`src/rtl/dmem_arbiter_pkg.sv`:
```
// Shared definitions for the data-memory arbiter and its load-extension helper.
package dmem_arbiter_pkg;

  // RV32 load funct3 codes
  localparam logic [2:0] F3_LB  = 3'b000;
  localparam logic [2:0] F3_LH  = 3'b001;
  localparam logic [2:0] F3_LW  = 3'b010;
  localparam logic [2:0] F3_LBU = 3'b100;
  localparam logic [2:0] F3_LHU = 3'b101;

  // RV32 store funct3 codes
  localparam logic [2:0] F3_SB  = 3'b000;
  localparam logic [2:0] F3_SH  = 3'b001;
  localparam logic [2:0] F3_SW  = 3'b010;

  // Requester indices
  localparam int PORT_CPU = 0;
  localparam int PORT_DMA = 1;
  localparam int NUM_PORTS = 2;

  // Width of the starvation counter (holds limits up to 15)
  localparam int STARVE_CW = 4;

  // Arbitration outcome for one cycle
  typedef enum logic [1:0] {
    WIN_NONE = 2'd0,
    WIN_M0   = 2'd1,
    WIN_M1   = 2'd2
  } win_e;

  // Natural alignment check. The access size comes from funct3[1:0];
  // codes other than byte/half are treated as a word access.
  function automatic logic is_misaligned(input logic [2:0] funct3,
                                         input logic [1:0] addr_lo);
    logic mis;
    case (funct3[1:0])
      2'b00:   mis = 1'b0;
      2'b01:   mis = addr_lo[0];
      default: mis = |addr_lo;
    endcase
    return mis;
  endfunction

endpackage

```
`src/rtl/dmem_arbiter_load_extend.sv`:
```
// Combinational load formatter: picks the byte/half/word out of a memory
// word, sign- or zero-extends it, and flags misaligned accesses.
module dmem_arbiter_load_extend
  import dmem_arbiter_pkg::*;
(
  input  logic [31:0] word,
  input  logic [1:0]  addr_lo,
  input  logic [2:0]  funct3,
  output logic [31:0] rdata,
  output logic        misaligned
);

  logic [7:0]  byte_sel;
  logic [15:0] half_sel;

  // Lane selection, extension and alignment check
  always_comb begin
    case (addr_lo)
      2'd0:    byte_sel = word[7:0];
      2'd1:    byte_sel = word[15:8];
      2'd2:    byte_sel = word[23:16];
      default: byte_sel = word[31:24];
    endcase
    half_sel   = addr_lo[1] ? word[31:16] : word[15:0];
    misaligned = is_misaligned(funct3, addr_lo);

    rdata = word;
    case (funct3)
      F3_LB:   rdata = {{24{byte_sel[7]}}, byte_sel};
      F3_LBU:  rdata = {24'h0, byte_sel};
      F3_LH:   rdata = {{16{half_sel[15]}}, half_sel};
      F3_LHU:  rdata = {16'h0, half_sel};
      default: rdata = word;
    endcase
    // A misaligned access never returns data
    if (misaligned) begin
      rdata = '0;
    end
  end

endmodule

```
`src/rtl/dmem_arbiter.sv`:
```
// Two-port arbiter in front of the single-port data memory. Port 0 (CPU)
// normally wins; port 1 (loader/DMA) gains priority after waiting too long.
module dmem_arbiter
  import dmem_arbiter_pkg::*;
#(
  parameter int STARVE_LIMIT = 4,
  parameter int AW           = 32
) (
  input  logic          clk,
  input  logic          rst,

  input  logic          m0_req,
  input  logic          m0_we,
  input  logic [AW-1:0] m0_addr,
  input  logic [31:0]   m0_wd,
  input  logic [2:0]    m0_funct3,
  output logic          m0_gnt,
  output logic          m0_rvalid,
  output logic [31:0]   m0_rdata,
  output logic          m0_err,

  input  logic          m1_req,
  input  logic          m1_we,
  input  logic [AW-1:0] m1_addr,
  input  logic [31:0]   m1_wd,
  input  logic [2:0]    m1_funct3,
  output logic          m1_gnt,
  output logic          m1_rvalid,
  output logic [31:0]   m1_rdata,
  output logic          m1_err,

  output logic          mem_we,
  output logic [AW-1:0] mem_addr,
  output logic [31:0]   mem_wd,
  output logic [2:0]    mem_funct3,
  input  logic [31:0]   mem_rd
);

  localparam logic [STARVE_CW-1:0] LIMIT_C = STARVE_CW'(STARVE_LIMIT);

  win_e                 win;
  logic                 sel_we;
  logic [AW-1:0]        sel_addr;
  logic [31:0]          sel_wd;
  logic [2:0]           sel_f3;
  logic [31:0]          ext_rdata;
  logic                 misaligned;
  logic [31:0]          resp_data;
  logic [NUM_PORTS-1:0] gnt_vec;

  logic                 prio1_q, prio1_d;
  logic [STARVE_CW-1:0] starve_cnt_q, starve_cnt_d;

  logic [NUM_PORTS-1:0] rvalid_q, rvalid_d;
  logic [NUM_PORTS-1:0] err_q, err_d;
  logic [31:0]          rdata_q [NUM_PORTS];
  logic [31:0]          rdata_d [NUM_PORTS];

  // Pick the winner; reset suppresses every grant
  always_comb begin
    win = WIN_NONE;
    if (!rst) begin
      if (prio1_q) begin
        if (m1_req)      win = WIN_M1;
        else if (m0_req) win = WIN_M0;
      end else begin
        if (m0_req)      win = WIN_M0;
        else if (m1_req) win = WIN_M1;
      end
    end
  end

  // Route the winner's request onto the memory side
  always_comb begin
    sel_we   = 1'b0;
    sel_addr = '0;
    sel_wd   = '0;
    sel_f3   = '0;
    case (win)
      WIN_M0: begin
        sel_we   = m0_we;
        sel_addr = m0_addr;
        sel_wd   = m0_wd;
        sel_f3   = m0_funct3;
      end
      WIN_M1: begin
        sel_we   = m1_we;
        sel_addr = m1_addr;
        sel_wd   = m1_wd;
        sel_f3   = m1_funct3;
      end
      default: ;
    endcase
  end

  dmem_arbiter_load_extend u_load_extend (
    .word       (mem_rd),
    .addr_lo    (sel_addr[1:0]),
    .funct3     (sel_f3),
    .rdata      (ext_rdata),
    .misaligned (misaligned)
  );

  assign gnt_vec[PORT_CPU] = (win == WIN_M0);
  assign gnt_vec[PORT_DMA] = (win == WIN_M1);
  assign m0_gnt     = gnt_vec[PORT_CPU];
  assign m1_gnt     = gnt_vec[PORT_DMA];

  // A misaligned store is granted and acknowledged but never written
  assign mem_we     = sel_we & ~misaligned;
  assign mem_addr   = sel_addr;
  assign mem_wd     = sel_wd;
  assign mem_funct3 = sel_f3;

  // Stores and misaligned accesses acknowledge with zero data
  assign resp_data  = (sel_we || misaligned) ? 32'h0 : ext_rdata;

  // Next response state: the granted port gets a one-cycle strobe
  always_comb begin
    for (int p = 0; p < NUM_PORTS; p++) begin
      rvalid_d[p] = 1'b0;
      err_d[p]    = err_q[p];
      rdata_d[p]  = rdata_q[p];
      if (gnt_vec[p]) begin
        rvalid_d[p] = 1'b1;
        err_d[p]    = misaligned;
        rdata_d[p]  = resp_data;
      end
    end
  end

  // Starvation tracking for port 1: count ungranted request cycles and
  // raise priority once the count has sat at the limit for a cycle
  always_comb begin
    starve_cnt_d = starve_cnt_q;
    prio1_d      = prio1_q;
    if (m1_gnt || !m1_req) begin
      starve_cnt_d = '0;
      prio1_d      = 1'b0;
    end else if (starve_cnt_q == LIMIT_C) begin
      prio1_d      = 1'b1;
    end else begin
      starve_cnt_d = starve_cnt_q + 1'b1;
    end
  end

  // State registers
  always_ff @(posedge clk) begin
    if (rst) begin
      rvalid_q     <= '0;
      err_q        <= '0;
      starve_cnt_q <= '0;
      prio1_q      <= 1'b0;
      for (int p = 0; p < NUM_PORTS; p++) begin
        rdata_q[p] <= '0;
      end
    end else begin
      rvalid_q     <= rvalid_d;
      err_q        <= err_d;
      starve_cnt_q <= starve_cnt_d;
      prio1_q      <= prio1_d;
      for (int p = 0; p < NUM_PORTS; p++) begin
        rdata_q[p] <= rdata_d[p];
      end
    end
  end

  assign m0_rvalid = rvalid_q[PORT_CPU];
  assign m0_err    = err_q[PORT_CPU];
  assign m0_rdata  = rdata_q[PORT_CPU];
  assign m1_rvalid = rvalid_q[PORT_DMA];
  assign m1_err    = err_q[PORT_DMA];
  assign m1_rdata  = rdata_q[PORT_DMA];

endmodule

```
`config.mk`:
```
export PLATFORM = sky130hd
export DESIGN_NAME = dmem_arbiter
export DESIGN_NICKNAME = d
export VERILOG_FILES = /design/src/rtl/dmem_arbiter_pkg.sv /design/src/rtl/dmem_arbiter_load_extend.sv /design/src/rtl/dmem_arbiter.sv
export SDC_FILE = /design/constraint.sdc
export NUM_CORES = 1
export LEC_CHECK = 0
export ABC_AREA = 1
export CAP_MARGIN = 15
export CELL_PAD_IN_SITES_DETAIL_PLACEMENT = 1
export CELL_PAD_IN_SITES_GLOBAL_PLACEMENT = 1
export CORE_UTILIZATION = 23
export DETAILED_ROUTE_END_ITERATION = 10
export PLACE_DENSITY = 0.92
export SYNTH_ARGS = -nofsm -noshare
export SYNTH_HDL_FRONTEND = slang
export SYNTH_SLANG_ARGS = --single-unit
```
`constraint.sdc`:
```
create_clock -name clk -period 3.8 [get_ports clk]
set_clock_uncertainty 0.2 [all_clocks]
set_input_delay 0.38 -clock clk [delete_from_list [all_inputs] [get_ports clk]]
set_output_delay 0.38 -clock clk [all_outputs]
set_load 0.02 [all_outputs]
```
==> results of run 1 <==
[final timing paths]
kind	start	end	slack, ns
worst max-delay path	rst	mem_wd[25]	0.13
worst min-delay path	rdata_q[0][2]	rdata_q[0][2]	0.27
worst max register to register	prio1_q	rdata_q[0][33]	0.83
worst min register to register	rdata_q[0][2]	rdata_q[0][2]	0.27
[flip-flops by register name, indices dropped and copies added (netlist names)]
register and cells:
rdata_q 64, starve_cnt_q 4, err_q 2, rvalid_q 2, prio1_q 1
[layer usage]
metal | global-route usage (%) | share of wire (%) | up-vias
li1 | - | - | 2943
met1 | 26.57 | 43 | 2859
met2 | 38.24 | 50 | 174
met3 | 4.460 | 5.0 | 35
met4 | 8.659 | 2.5 | 0
met5 | 0 | 0 | -
[through the flow]
stage | cells | total power, mW | area, um^2
6_report | 1280 | 2.480 | 8193
5_1_grt | 1280 | 2.595 | 8193
4_1_cts | 1277 | 2.501 | 8185
3_5_place_dp | 1261 | 1.612 | 7881
3_3_place_gp | 1261 | 1.598 | 7881
2_1_floorplan | 726 | 1.194 | 4556
[final cells by class]
class                      instances  area [um^2]  share of cell area [%]
inverter                          36        140.1                   1.710
tap                              265        331.6                   4.047
timing repair buffer             323         3231                   39.43
antenna                            3        7.507                 0.09163
multi-input combinational        564         2718                   33.17
clock inverter                     7        78.83                  0.9621
clock buffer                       9        225.2                   2.749
sequential                        73         1461                   17.84
[cells in the final DEF, fill, tap and decap left out]
cell type and instances:
a21oi_1 127, nor2_1 41, clkbuf_16 9, inv_2 2, inv_4 2, nand2_8 1, ha_4 2, o211ai_1 8
xnor2_1 1, nor2_2 1, inv_1 30, dfxtp_1 73, nand2_2 19, nand3b_1 7, buf_12 3, nand2_1 223
nor3_1 2, nand3_4 2, buf_4 13, bufinv_16 1, clkinv_4 3, o21ai_0 60, clkdlybuf4s50_1 307, or2_2 6
diode_2 3, nand3_1 52, inv_6 2, clkinv_2 1, clkinv_1 2, nor2_4 1, ha_1 2, nand3_2 1
nand2_4 6, a21oi_2 2
[tightest hold or removal path, cell delays in order, from the launching register on]
cell	delay, ns
dfxtp_1	0.30
nand3_1	0.07
nand2_1	0.05
[cell families after synthesis]
kind of cell	count (synthesis)	synth area share (%)
AND/OR/NAND/NOR	362	35.57
AO/OA/AOI/OAI	197	22.25
buffers and inverters	89	8.816
flip-flops	73	32.08
adder cells (fa/ha/maj)	4	1.099
XOR/XNOR	1	0.1923
[power breakdown]
part,switching (mW),internal [mW],leakage (nW)
combinational,0.405,0.358,2.41
clock,0.367,0.515,0.150
sequential,0.0251,0.809,0.597
==> results.json, run 1 <==
{
  "core-area_um2": 19460,
  "dr.pass1.iters": 4,
  "place_congestion": 0.8688,
  "overflow": 0,
  "period_needed_ns": 3.673,
  "ys_warn_count": 0,
  "whs_ns": 0.2707,
  "critPathLaunchType": "primary input",
  "worstSetupPathType": "primary input to primary output",
  "first_global_vias": 6125,
  "post_drt_wl_per_cell_um": 18.20,
  "insertion_delay_ns": 0.35,
  "yosysMostFrequentCell": "nand2_1",
  "hold_depth": 2,
  "setup_violations": 0,
  "fin_ws_ns": 0.1269,
  "postCtsHoldBufs": 0,
  "yosysTopAreaCell": "dfxtp_1",
  "syn_nets": 902,
  "max_freq_mhz": 272.2,
  "setup_tns_ns": 0,
  "antenna_found_initial": 3,
  "cts.sinks": 73,
  "drtIter0Drc": 274,
  "clockBufferDepth": 2,
  "crit_path_end_kind": "primary output",
  "arrival_ns": 3.09,
  "dp_slack_ns": 0.1505,
  "syn_to_final_growth_pct": 79.84,
  "synth_cells": 726,
  "track_usage_pct": 22.05,
  "vias_per_cell": 4.696,
  "syn_area_per_cell_um2": 6.275,
  "start_util_pct": 23.41,
  "synth_ff_type": "dfxtp_1",
  "grt_max_degree": 80,
  "path_max_fanout": 37,
  "worst_hold_path_type": "flip-flop to flip-flop",
  "die_y_um": 142.7,
  "wl_um": 23300,
  "cts_tree": "built",
  "netlist_top_cells_count": "nand2_1 (223), a21oi_1 (127), dfxtp_1 (73)",
  "grt_pass1_wl_um": 33990,
  "vias": 6011,
  "critical-path-slowest-cell": "clkdlybuf4s50_1",
  "pwr_density_cell_nw_per_um2": 302.7,
  "crit_chain": "clkdlybuf4s50_1 > nor3_1 > buf_4 > ha_4 > buf_4 > nand2_1 > a21oi_1 > clkdlybuf4s50_1",
  "synth_top_area_share_pct": 32.08,
  "row_count": 51,
  "io_pins": 310,
  "drc": 0,
  "relSlewSlack_pct": 59.17,
  "crit_buf_inv": 4,
  "fillers": 2406,
  "drv_slew": 0,
  "rsz0062_at_grt": "no",
  "vdd_drop_max_v": 0.0002059,
  "synthDistinctLibCells": 29,
  "synthArstFlopShare_pct": 0,
  "r2r_cells": 14,
  "synth_area_leaders": "dfxtp_1 (32%), nand2_1 (18%), a21oi_1 (14%)",
  "die_area_um2": 20370,
  "final_nets": 1183,
  "antenna_left": 0,
  "path_clk_slew_ns": 0.05,
  "hold_violations": 0,
  "syn_area_um2": 4556,
  "ys_ff_latch": 73,
  "final_util_pct": 42.10,
  "leakage_nw": 3.158,
  "numCtsBuffers": 9,
  "cts_root_buf": "clkbuf_16",
  "finalCritPeriodShare_pct": 96.66,
  "status": "finished clean",
  "post_cts_buffers": 0,
  "maxCapViolations": 0,
  "dieWidth_um": 142.7,
  "place.port_buffers": 309,
  "dp_hpwl_um": 18380,
  "crit_family": "buffers and inverters",
  "crit_cells": 8,
  "critPathRequiredTime_ns": 3.22,
  "cp_slowest_stage_delay_ns": 0.67,
  "drive_gt1_share_pct": 7.609,
  "seq_area_frac_synth_pct": 32.08,
  "synth_edf_count": 0,
  "tightest_slew_ns": 0.6125,
  "htreeDepth": 3,
  "post_cts_resized": 0
}
(Power assumes the default switching activity.)
==> inputs of run 2 (changes only) <==
GPL_ROUTABILITY_DRIVEN = 0   (was not set)
==> results of run 2 <==
Final layout, timing and power as in run 1 (identical DEF).
